[src/rtl/imem_uart_loader_pkg.sv]
// rtl/imem_uart_loader_pkg.sv - shared constants and types for the UART program loader
// Purpose: frame header byte, loader and UART receiver state encodings, frame-state helper.
// Ports: none (package).
package imem_uart_loader_pkg;

  localparam logic [7:0] LOADER_HDR = 8'hA5;

  typedef enum logic [2:0] {
    ST_IDLE   = 3'd0,
    ST_LEN_HI = 3'd1,
    ST_LEN_LO = 3'd2,
    ST_DATA   = 3'd3,
    ST_CHK    = 3'd4,
    ST_DONE   = 3'd5,
    ST_ERROR  = 3'd6
  } ld_state_e;

  typedef enum logic [1:0] {
    RX_IDLE  = 2'd0,
    RX_START = 2'd1,
    RX_DATA  = 2'd2,
    RX_STOP  = 2'd3
  } rx_state_e;

  // True while a frame is open: header accepted, not yet DONE/ERROR.
  function automatic logic in_frame(ld_state_e s);
    return (s == ST_LEN_HI) || (s == ST_LEN_LO) || (s == ST_DATA) || (s == ST_CHK);
  endfunction

endpackage

[src/rtl/imem_uart_loader_if.sv]
// rtl/imem_uart_loader_if.sv - serial input, imem write port and status bundle of the loader
// Purpose: groups the loader's non-clock signals.
// Ports (master = loader side):
//   uart_rx in; imem_we, imem_addr[31:0], imem_wdata[31:0] out;
//   cpu_reset, busy, load_done, load_error out.
interface imem_uart_loader_if;
  logic        uart_rx;
  logic        imem_we;
  logic [31:0] imem_addr;
  logic [31:0] imem_wdata;
  logic        cpu_reset;
  logic        busy;
  logic        load_done;
  logic        load_error;

  modport master (
    input  uart_rx,
    output imem_we, imem_addr, imem_wdata, cpu_reset, busy, load_done, load_error
  );

  modport slave (
    output uart_rx,
    input  imem_we, imem_addr, imem_wdata, cpu_reset, busy, load_done, load_error
  );
endinterface

[src/rtl/imem_uart_loader_uart_rx_byte.sv]
// rtl/imem_uart_loader_uart_rx_byte.sv - 8N1 UART byte receiver
// Purpose: synchronises rx, finds start bits, samples 8 data bits LSB first and the stop bit.
// Ports: clk, reset (async, active-high), rx (serial in, idle high),
//        rx_byte[7:0], rx_valid (good stop bit), rx_ferr (stop bit was 0, byte dropped).
module uart_rx_byte
  import imem_uart_loader_pkg::*;
#(
  parameter int CLKS_PER_BIT = 434
) (
  input  logic       clk,
  input  logic       reset,
  input  logic       rx,
  output logic [7:0] rx_byte,
  output logic       rx_valid,
  output logic       rx_ferr
);
  localparam int CW = $clog2(CLKS_PER_BIT);
  localparam logic [CW-1:0] LAST = CW'(CLKS_PER_BIT - 1);
  localparam logic [CW-1:0] HALF = CW'(CLKS_PER_BIT / 2 - 1);

  rx_state_e     r_state, w_next;
  logic [1:0]    r_sync;
  logic          r_rx_d;
  logic [CW-1:0] r_cnt;
  logic [2:0]    r_bit;
  logic [7:0]    r_shift;
  logic          w_fall, w_tick, w_half;

  assign w_fall = r_rx_d & ~r_sync[1];
  assign w_tick = (r_cnt == LAST);
  assign w_half = (r_cnt == HALF);

  always_ff @(posedge clk or posedge reset) begin
    if (reset) r_state <= RX_IDLE;
    else       r_state <= w_next;
  end

  always_comb begin
    w_next = r_state;
    case (r_state)
      RX_IDLE:  if (w_fall) w_next = RX_START;
      // Line back high at the half-bit point: a glitch, not a start bit.
      RX_START: if (w_half) w_next = r_sync[1] ? RX_IDLE : RX_DATA;
      RX_DATA:  if (w_tick && (r_bit == 3'd7)) w_next = RX_STOP;
      RX_STOP:  if (w_tick) w_next = RX_IDLE;
      default:  w_next = RX_IDLE;
    endcase
  end

  always_ff @(posedge clk or posedge reset) begin
    if (reset) begin
      r_sync   <= 2'b11;
      r_rx_d   <= 1'b1;
      r_cnt    <= '0;
      r_bit    <= '0;
      r_shift  <= '0;
      rx_byte  <= '0;
      rx_valid <= 1'b0;
      rx_ferr  <= 1'b0;
    end else begin
      r_sync   <= {r_sync[0], rx};
      r_rx_d   <= r_sync[1];
      rx_valid <= 1'b0;
      rx_ferr  <= 1'b0;
      // Baud counter restarts at every bit boundary and at the half-bit start check,
      // so each later sample lands mid-bit.
      if ((r_state == RX_IDLE) || w_tick || ((r_state == RX_START) && w_half)) r_cnt <= '0;
      else r_cnt <= r_cnt + 1'b1;
      if (r_state == RX_IDLE) r_bit <= '0;
      if ((r_state == RX_DATA) && w_tick) begin
        r_shift <= {r_sync[1], r_shift[7:1]};
        r_bit   <= r_bit + 1'b1;
      end
      if ((r_state == RX_STOP) && w_tick) begin
        if (r_sync[1]) begin
          rx_valid <= 1'b1;
          rx_byte  <= r_shift;
        end else begin
          rx_ferr <= 1'b1;
        end
      end
    end
  end
endmodule

[src/rtl/imem_uart_loader.sv]
// rtl/imem_uart_loader.sv - UART program loader writing the CPU instruction memory
// Purpose: receives A5 | N hi | N lo | N words MSB first | XOR checksum, writes words at 0,4,8..,
//          and holds the CPU in reset until a frame completes with a good checksum.
// Ports: clk, reset (async, active-high), bus (master): uart_rx in; imem_we/addr/wdata,
//        cpu_reset, busy, load_done, load_error out (all registered).
module imem_uart_loader
  import imem_uart_loader_pkg::*;
#(
  parameter int CLKS_PER_BIT = 434,
  parameter int ADDR_WIDTH   = 8,
  parameter int TIMEOUT_BITS = 160
) (
  input  logic               clk,
  input  logic               reset,
  imem_uart_loader_if.master bus
);
  localparam int TO_LIMIT = TIMEOUT_BITS * CLKS_PER_BIT;
  localparam int TW       = $clog2(TO_LIMIT);
  localparam logic [16:0] MAX_N = 17'(2 ** ADDR_WIDTH);

  logic [7:0]            w_byte;
  logic                  w_valid, w_ferr, w_hdr, w_timeout, w_abort, w_last_word;
  logic [15:0]           w_len;
  ld_state_e             r_state, w_next;
  logic [7:0]            r_len_hi, r_chk;
  logic [ADDR_WIDTH:0]   r_len;
  logic [ADDR_WIDTH-1:0] r_word_idx;
  logic [1:0]            r_byte_cnt;
  logic [23:0]           r_word;     // first three bytes of the word being assembled
  logic [TW-1:0]         r_to_cnt;
  logic                  r_we, r_cpu_reset, r_busy, r_done, r_err;
  logic [31:0]           r_addr, r_wdata;
  logic                  w_busy, w_cpu_reset, w_done, w_err;

  uart_rx_byte #(.CLKS_PER_BIT(CLKS_PER_BIT)) u_rx (
    .clk      (clk),
    .reset    (reset),
    .rx       (bus.uart_rx),
    .rx_byte  (w_byte),
    .rx_valid (w_valid),
    .rx_ferr  (w_ferr)
  );

  assign w_len       = {r_len_hi, w_byte};
  assign w_hdr       = w_valid && (w_byte == LOADER_HDR);
  assign w_timeout   = in_frame(r_state) && !w_valid && (r_to_cnt == TW'(TO_LIMIT - 1));
  assign w_abort     = w_ferr || w_timeout;
  assign w_last_word = (r_byte_cnt == 2'd3) && (({1'b0, r_word_idx} + 1'b1) == r_len);

  always_ff @(posedge clk or posedge reset) begin
    if (reset) r_state <= ST_IDLE;
    else       r_state <= w_next;
  end

  always_comb begin
    w_next = r_state;
    case (r_state)
      ST_IDLE, ST_DONE, ST_ERROR: if (w_hdr) w_next = ST_LEN_HI;
      ST_LEN_HI: begin
        if (w_abort)      w_next = ST_ERROR;
        else if (w_valid) w_next = ST_LEN_LO;
      end
      ST_LEN_LO: begin
        if (w_abort) w_next = ST_ERROR;
        else if (w_valid) begin
          if (w_len == 16'd0)             w_next = ST_CHK;
          else if ({1'b0, w_len} > MAX_N) w_next = ST_ERROR;
          else                            w_next = ST_DATA;
        end
      end
      ST_DATA: begin
        if (w_abort)                     w_next = ST_ERROR;
        else if (w_valid && w_last_word) w_next = ST_CHK;
      end
      ST_CHK: begin
        if (w_abort)      w_next = ST_ERROR;
        else if (w_valid) w_next = (w_byte == r_chk) ? ST_DONE : ST_ERROR;
      end
      default: w_next = ST_IDLE;
    endcase
  end

  // Status is a function of the state being entered; registering it below
  // makes the outputs track the state register exactly.
  always_comb begin
    w_busy      = in_frame(w_next);
    w_done      = (w_next == ST_DONE);
    w_err       = (w_next == ST_ERROR);
    w_cpu_reset = (w_next != ST_DONE);
  end

  always_ff @(posedge clk or posedge reset) begin
    if (reset) begin
      r_busy      <= 1'b0;
      r_done      <= 1'b0;
      r_err       <= 1'b0;
      r_cpu_reset <= 1'b1;
      r_we        <= 1'b0;
      r_addr      <= '0;
      r_wdata     <= '0;
      r_to_cnt    <= '0;
      r_len_hi    <= '0;
      r_len       <= '0;
      r_chk       <= '0;
      r_word_idx  <= '0;
      r_byte_cnt  <= '0;
      r_word      <= '0;
    end else begin
      r_busy      <= w_busy;
      r_done      <= w_done;
      r_err       <= w_err;
      r_cpu_reset <= w_cpu_reset;
      r_we        <= 1'b0;
      if (!in_frame(r_state) || w_valid) r_to_cnt <= '0;
      else                               r_to_cnt <= r_to_cnt + 1'b1;
      case (r_state)
        ST_IDLE, ST_DONE, ST_ERROR: begin
          if (w_hdr) begin
            r_word_idx <= '0;
            r_byte_cnt <= '0;
            r_chk      <= '0;
          end
        end
        ST_LEN_HI: if (w_valid) r_len_hi <= w_byte;
        ST_LEN_LO: if (w_valid) r_len <= w_len[ADDR_WIDTH:0];
        ST_DATA: begin
          if (w_valid) begin
            r_word     <= {r_word[15:0], w_byte};
            r_chk      <= r_chk ^ w_byte;
            r_byte_cnt <= r_byte_cnt + 1'b1;
            if (r_byte_cnt == 2'd3) begin
              r_we       <= 1'b1;
              r_addr     <= {{(30 - ADDR_WIDTH){1'b0}}, r_word_idx, 2'b00};
              r_wdata    <= {r_word, w_byte};
              r_word_idx <= r_word_idx + 1'b1;
            end
          end
        end
        default: ;
      endcase
    end
  end

  assign bus.imem_we    = r_we;
  assign bus.imem_addr  = r_addr;
  assign bus.imem_wdata = r_wdata;
  assign bus.cpu_reset  = r_cpu_reset;
  assign bus.busy       = r_busy;
  assign bus.load_done  = r_done;
  assign bus.load_error = r_err;
endmodule

[src/flat_wrapper.sv]
// flat-port wrapper written by rule: the top's interface ports become plain ports
module imem_uart_loader_flat import imem_uart_loader_pkg::*;
#(
  parameter int CLKS_PER_BIT = 434,
  parameter int ADDR_WIDTH   = 8,
  parameter int TIMEOUT_BITS = 160
)
  (clk, reset, bus_uart_rx, bus_imem_we, bus_imem_addr, bus_imem_wdata, bus_cpu_reset, bus_busy, bus_load_done, bus_load_error);
  imem_uart_loader_if bus_i ();
  input  logic clk;
  input  logic reset;
  input wire logic [$bits(bus_i.uart_rx)-1:0] bus_uart_rx;
  output wire logic [$bits(bus_i.imem_we)-1:0] bus_imem_we;
  output wire logic [$bits(bus_i.imem_addr)-1:0] bus_imem_addr;
  output wire logic [$bits(bus_i.imem_wdata)-1:0] bus_imem_wdata;
  output wire logic [$bits(bus_i.cpu_reset)-1:0] bus_cpu_reset;
  output wire logic [$bits(bus_i.busy)-1:0] bus_busy;
  output wire logic [$bits(bus_i.load_done)-1:0] bus_load_done;
  output wire logic [$bits(bus_i.load_error)-1:0] bus_load_error;
  assign bus_i.uart_rx = bus_uart_rx;
  assign bus_imem_we = bus_i.imem_we;
  assign bus_imem_addr = bus_i.imem_addr;
  assign bus_imem_wdata = bus_i.imem_wdata;
  assign bus_cpu_reset = bus_i.cpu_reset;
  assign bus_busy = bus_i.busy;
  assign bus_load_done = bus_i.load_done;
  assign bus_load_error = bus_i.load_error;
  imem_uart_loader #(.CLKS_PER_BIT(CLKS_PER_BIT), .ADDR_WIDTH(ADDR_WIDTH), .TIMEOUT_BITS(TIMEOUT_BITS)) u_core (.clk(clk), .reset(reset), .bus(bus_i));
endmodule
[config.mk]
export PLATFORM = sky130hd
export DESIGN_NAME = imem_uart_loader_flat
export DESIGN_NICKNAME = d
export VERILOG_FILES = /design/src/rtl/imem_uart_loader_pkg.sv /design/src/rtl/imem_uart_loader_if.sv /design/src/rtl/imem_uart_loader_uart_rx_byte.sv /design/src/rtl/imem_uart_loader.sv /design/src/flat_wrapper.sv
export SDC_FILE = /design/constraint.sdc
export NUM_CORES = 1
export LEC_CHECK = 0
export CAP_MARGIN = 0
export CORE_MARGIN = 2
export CORE_UTILIZATION = 45
export CTS_BUF_LIST = sky130_fd_sc_hd__clkbuf_16
export DETAILED_ROUTE_END_ITERATION = 10
export PLACE_DENSITY = 0.71
export SLEW_MARGIN = 15
export SYNTH_ARGS = -nofsm -noshare
export SYNTH_HDL_FRONTEND = slang
export SYNTH_SLANG_ARGS = --single-unit
[constraint.sdc]
create_clock -name clk -period 8.3 [get_ports clk]
set_clock_uncertainty 0.05 [all_clocks]
set_input_delay 1.66 -clock clk [delete_from_list [all_inputs] [get_ports clk]]
set_output_delay 1.66 -clock clk [all_outputs]
set_load 0.005 [all_outputs]
==> results.py <==
metrics = {
    "global_routing": {
        "antenna_found_initial": 0,
        "grt_pass1_wl_um": 24600,
        "grt_usage_pct": 17.2,
        "overflow": 0,
        "grt_pass1_vias": 5004,
        "grt_max_degree": 88,
    },
    "synthesis": {
        "synth-seq-cells": 159,
        "synthesis.area_mm2": 0.00731,
        "synth_edf_count": 0,
        "syn-instance-count": 700,
        "synth_area_leader_cell": "dfrtp_1",
        "synth_area_leaders": "dfrtp_1, mux2_2, nand2_1",
        "synth_top_area_share_pct": 53.1,
        "syn_area_per_cell_um2": 10.4,
        "ys_warn_count": 0,
        "yosysUniqueCellTypes": 63,
        "synthArstFlopShare_pct": 100,
        "seq_area_frac_synth_pct": 54.5,
        "synth_flop_cell": "dfrtp_1",
    },
    "detailed_routing": {
        "viasPerCell": 5.20,
        "wl_per_cell_um": 14.7,
        "drc_errors": 0,
        "drt_iter0_drc": 444,
        "vias": 4999,
        "drtPass1Iterations": 4,
        "routed_wl_um": 14100,
        "postRouteAntennaNets": 0,
    },
    "sta": {
        "period_share_pct": 44.1,
        "finalHoldViolations": 0,
        "finalSetupViolCount": 0,
        "drv_slew": 0,
        "relSlewSlack_pct": 23.1,
        "period_needed_ns": 3.66,
        "worst_pin_slew_ns": 1.14,
        "setup_tns_ns": 0,
        "fmax_mhz": 273,
        "rsz0062_at_grt": "no",
    },
    "critical_path": {
        "worst_setup_path_start_kind": "flip-flop",
        "worstPathRequired_ns": 8.55,
        "crit_type": "flip-flop to flip-flop",
        "critPathSlowestCell": "nor2_2",
        "reg2reg_slack_ns": 4.64,
        "worstPathMaxFanout": 45,
        "path_cells": "nand2b_1, nor2_2, nand2_1, inv_2, mux2_2",
        "endpoint_kind": "flip-flop",
        "critPathArrivalTime_ns": 3.91,
        "cp_slowest_stage_delay_ns": 0.89,
    },
    "floorplan": {
        "die_h_um": 131,
        "dieArea_mm2": 0.0173,
        "core_area_mm2": 0.0159,
        "row_count": 46,
        "start_util_pct": 46.0,
        "fp.dieW_um": 131,
        "io_pins": 72,
    },
    "cells_and_area": {
        "layout-drive-gt1-share_pct": 13.4,
        "syn_to_final_growth_pct": 14.3,
        "regArea_mm2": 0.00398,
        "diodes": 0,
        "final_common_cell": "dfrtp_1",
        "final_cell_mix": "dfrtp_1, nand2_1, nor2_1",
        "fillCellCount": 1414,
        "final_net_count": 746,
        "multiInputGateArea_mm2": 0.00303,
    },
    "placement": {
        "hpwl_um": 9580,
        "gp_congestion": 0.821,
        "io_buffers": 47,
    },
    "clock_network": {
        "clock-sinks": 159,
        "holdBufCountCts": 0,
        "cts_buffer_depth": 2,
        "clkTransAtPathRegs_ns": 0.06,
        "cts-root-buf": "clkbuf_16",
        "h-tree-depth": 4,
        "cts_setup_buffers": 0,
        "cts-resized-gates": 0,
        "cts_buffers": 17,
        "clk_latency_ns": 0.42,
        "cts_tree": "built",
    },
    "power_and_ir_drop": {
        "leakagePower_nw": 4.07,
        "p_per_area_mw_per_mm2": 186,
        "power_mw": 1.55,
        "irDropWorstVdd_v": 0.000162,
    },
    "outcome": {
        "status": "finished clean",
    },
    "flow_run": {
        "drv_cap": 0,
    },
    "worst_hold_path": {
        "hp-class": "flip-flop to flip-flop",
    },
}
stage by stage:
stage / hold WS, ns / cell area (um2) / util, % / instances / setup WS, ns
after detailed placement: 0.302 / 7830 / 49.3 / 932 / 4.48
after floorplan: 0.295 / 7390 / - / 723 / 2.31
after global placement: 0.296 / 7830 / 49.3 / 932 / 4.53
after CTS: 0.307 / 8340 / 52.5 / 962 / 4.62
after global routing: 0.315 / 8350 / 52.6 / 962 / 4.33
final: 0.312 / 8350 / 52.6 / 962 / 4.64
cell type report:
cell class	instances	area share [%]
timing repair buffer	48	5.77
tap	216	3.24
inverter	17	0.824
multi-input combinational	492	36.3
sequential	159	47.7
clock inverter	13	1.03
clock buffer	17	5.10
flip-flops by register name, summed over array words and instances, names as in the netlist, 2 cells and up, named ones only:
register               cells
u_core.bus.imem_addr       8
u_core.r_byte_cnt          2
u_core.r_word_idx          8
u_core.r_state             3
u_core.u_rx.rx_byte        8
u_core.bus.imem_wdata     32
u_core.r_chk               8
u_core.u_rx.r_sync         2
u_core.u_rx.r_bit          3
u_core.r_to_cnt           17
u_core.u_rx.r_cnt          9
u_core.r_word             24
u_core.r_len               9
u_core.u_rx.r_shift        8
u_core.r_len_hi            8
layer usage:
| layer | routed length, um | vias up | global-route usage, % |
|---|---|---|---|
| met4 | 369 | 0 | 7.00 |
| li1 | - | 2399 | - |
| met3 | 527 | 30 | 4.13 |
| met5 | 0 | - | 0 |
| met2 | 6980 | 105 | 28.2 |
| met1 | 6270 | 2465 | 22.1 |
Yosys cell counts (all sizes together), types with 3 or more instances:
master  count
dfstp       4
o41ai       3
and4        3
clkbuf     21
a21oi       6
o31ai       3
a22o        7
a211oi      3
inv        16
xor2       17
dfrtp     155
buf        34
and3       12
nand4      11
ha          8
a31oi       3
a21o        5
nand3      18
nor3        5
o21ai      30
nor2b       4
xnor2      25
mux2       57
nor4        4
nand2b      6
nand2     144
or3         3
nor2       61
worst paths after layout:
| kind | startpoint | endpoint | cells past startpoint |
|---|---|---|---|
| setup / recovery | u_core.r_state[2] | u_core.bus.imem_wdata[8] | 5 |
| hold / removal | u_core.u_rx.r_sync[0] | u_core.u_rx.r_sync[1] | 0 |
| setup reg to reg | u_core.r_state[2] | u_core.bus.imem_wdata[8] | 5 |
| hold reg to reg | u_core.u_rx.r_sync[0] | u_core.u_rx.r_sync[1] | 0 |
| max in group asynchronous | reset | u_core.bus.imem_addr[3] | 3 |
| min in group asynchronous | reset | u_core.r_word[17] | 2 |
logic make-up (layout without fill, tap and decap cells):
family / Yosys count / in the layout / synth area share, %
xor+xnor: 43 / 43 / 5.36
buf+inv: 72 / 95 / 5.29
compound gates: 79 / 79 / 7.43
fa+ha+maj: 8 / 8 / 1.37
other cells: 1 / 24 / 0.0513
simple gates: 281 / 281 / 17.2
mux: 57 / 57 / 8.78
flops: 159 / 159 / 54.5
worst max-delay path: cells and delay by family (launching register included):
| kind | cells | cell delay [ns] |
|---|---|---|
| buffers and inverters | 1 | 0.82 |
| flip-flops | 1 | 0.58 |
| AND/OR/NAND/NOR | 3 | 1.66 |
| multiplexers | 1 | 0.42 |
where the power goes:
part	switching, mW	internal (mW)	leakage [nW]
Clock	0.287	0.399	0.272
Sequential	0.0170	0.789	2.20
Combinational	0.0370	0.0199	1.60
Total	0.341	1.21	4.07
(Power assumes the default switching activity.)
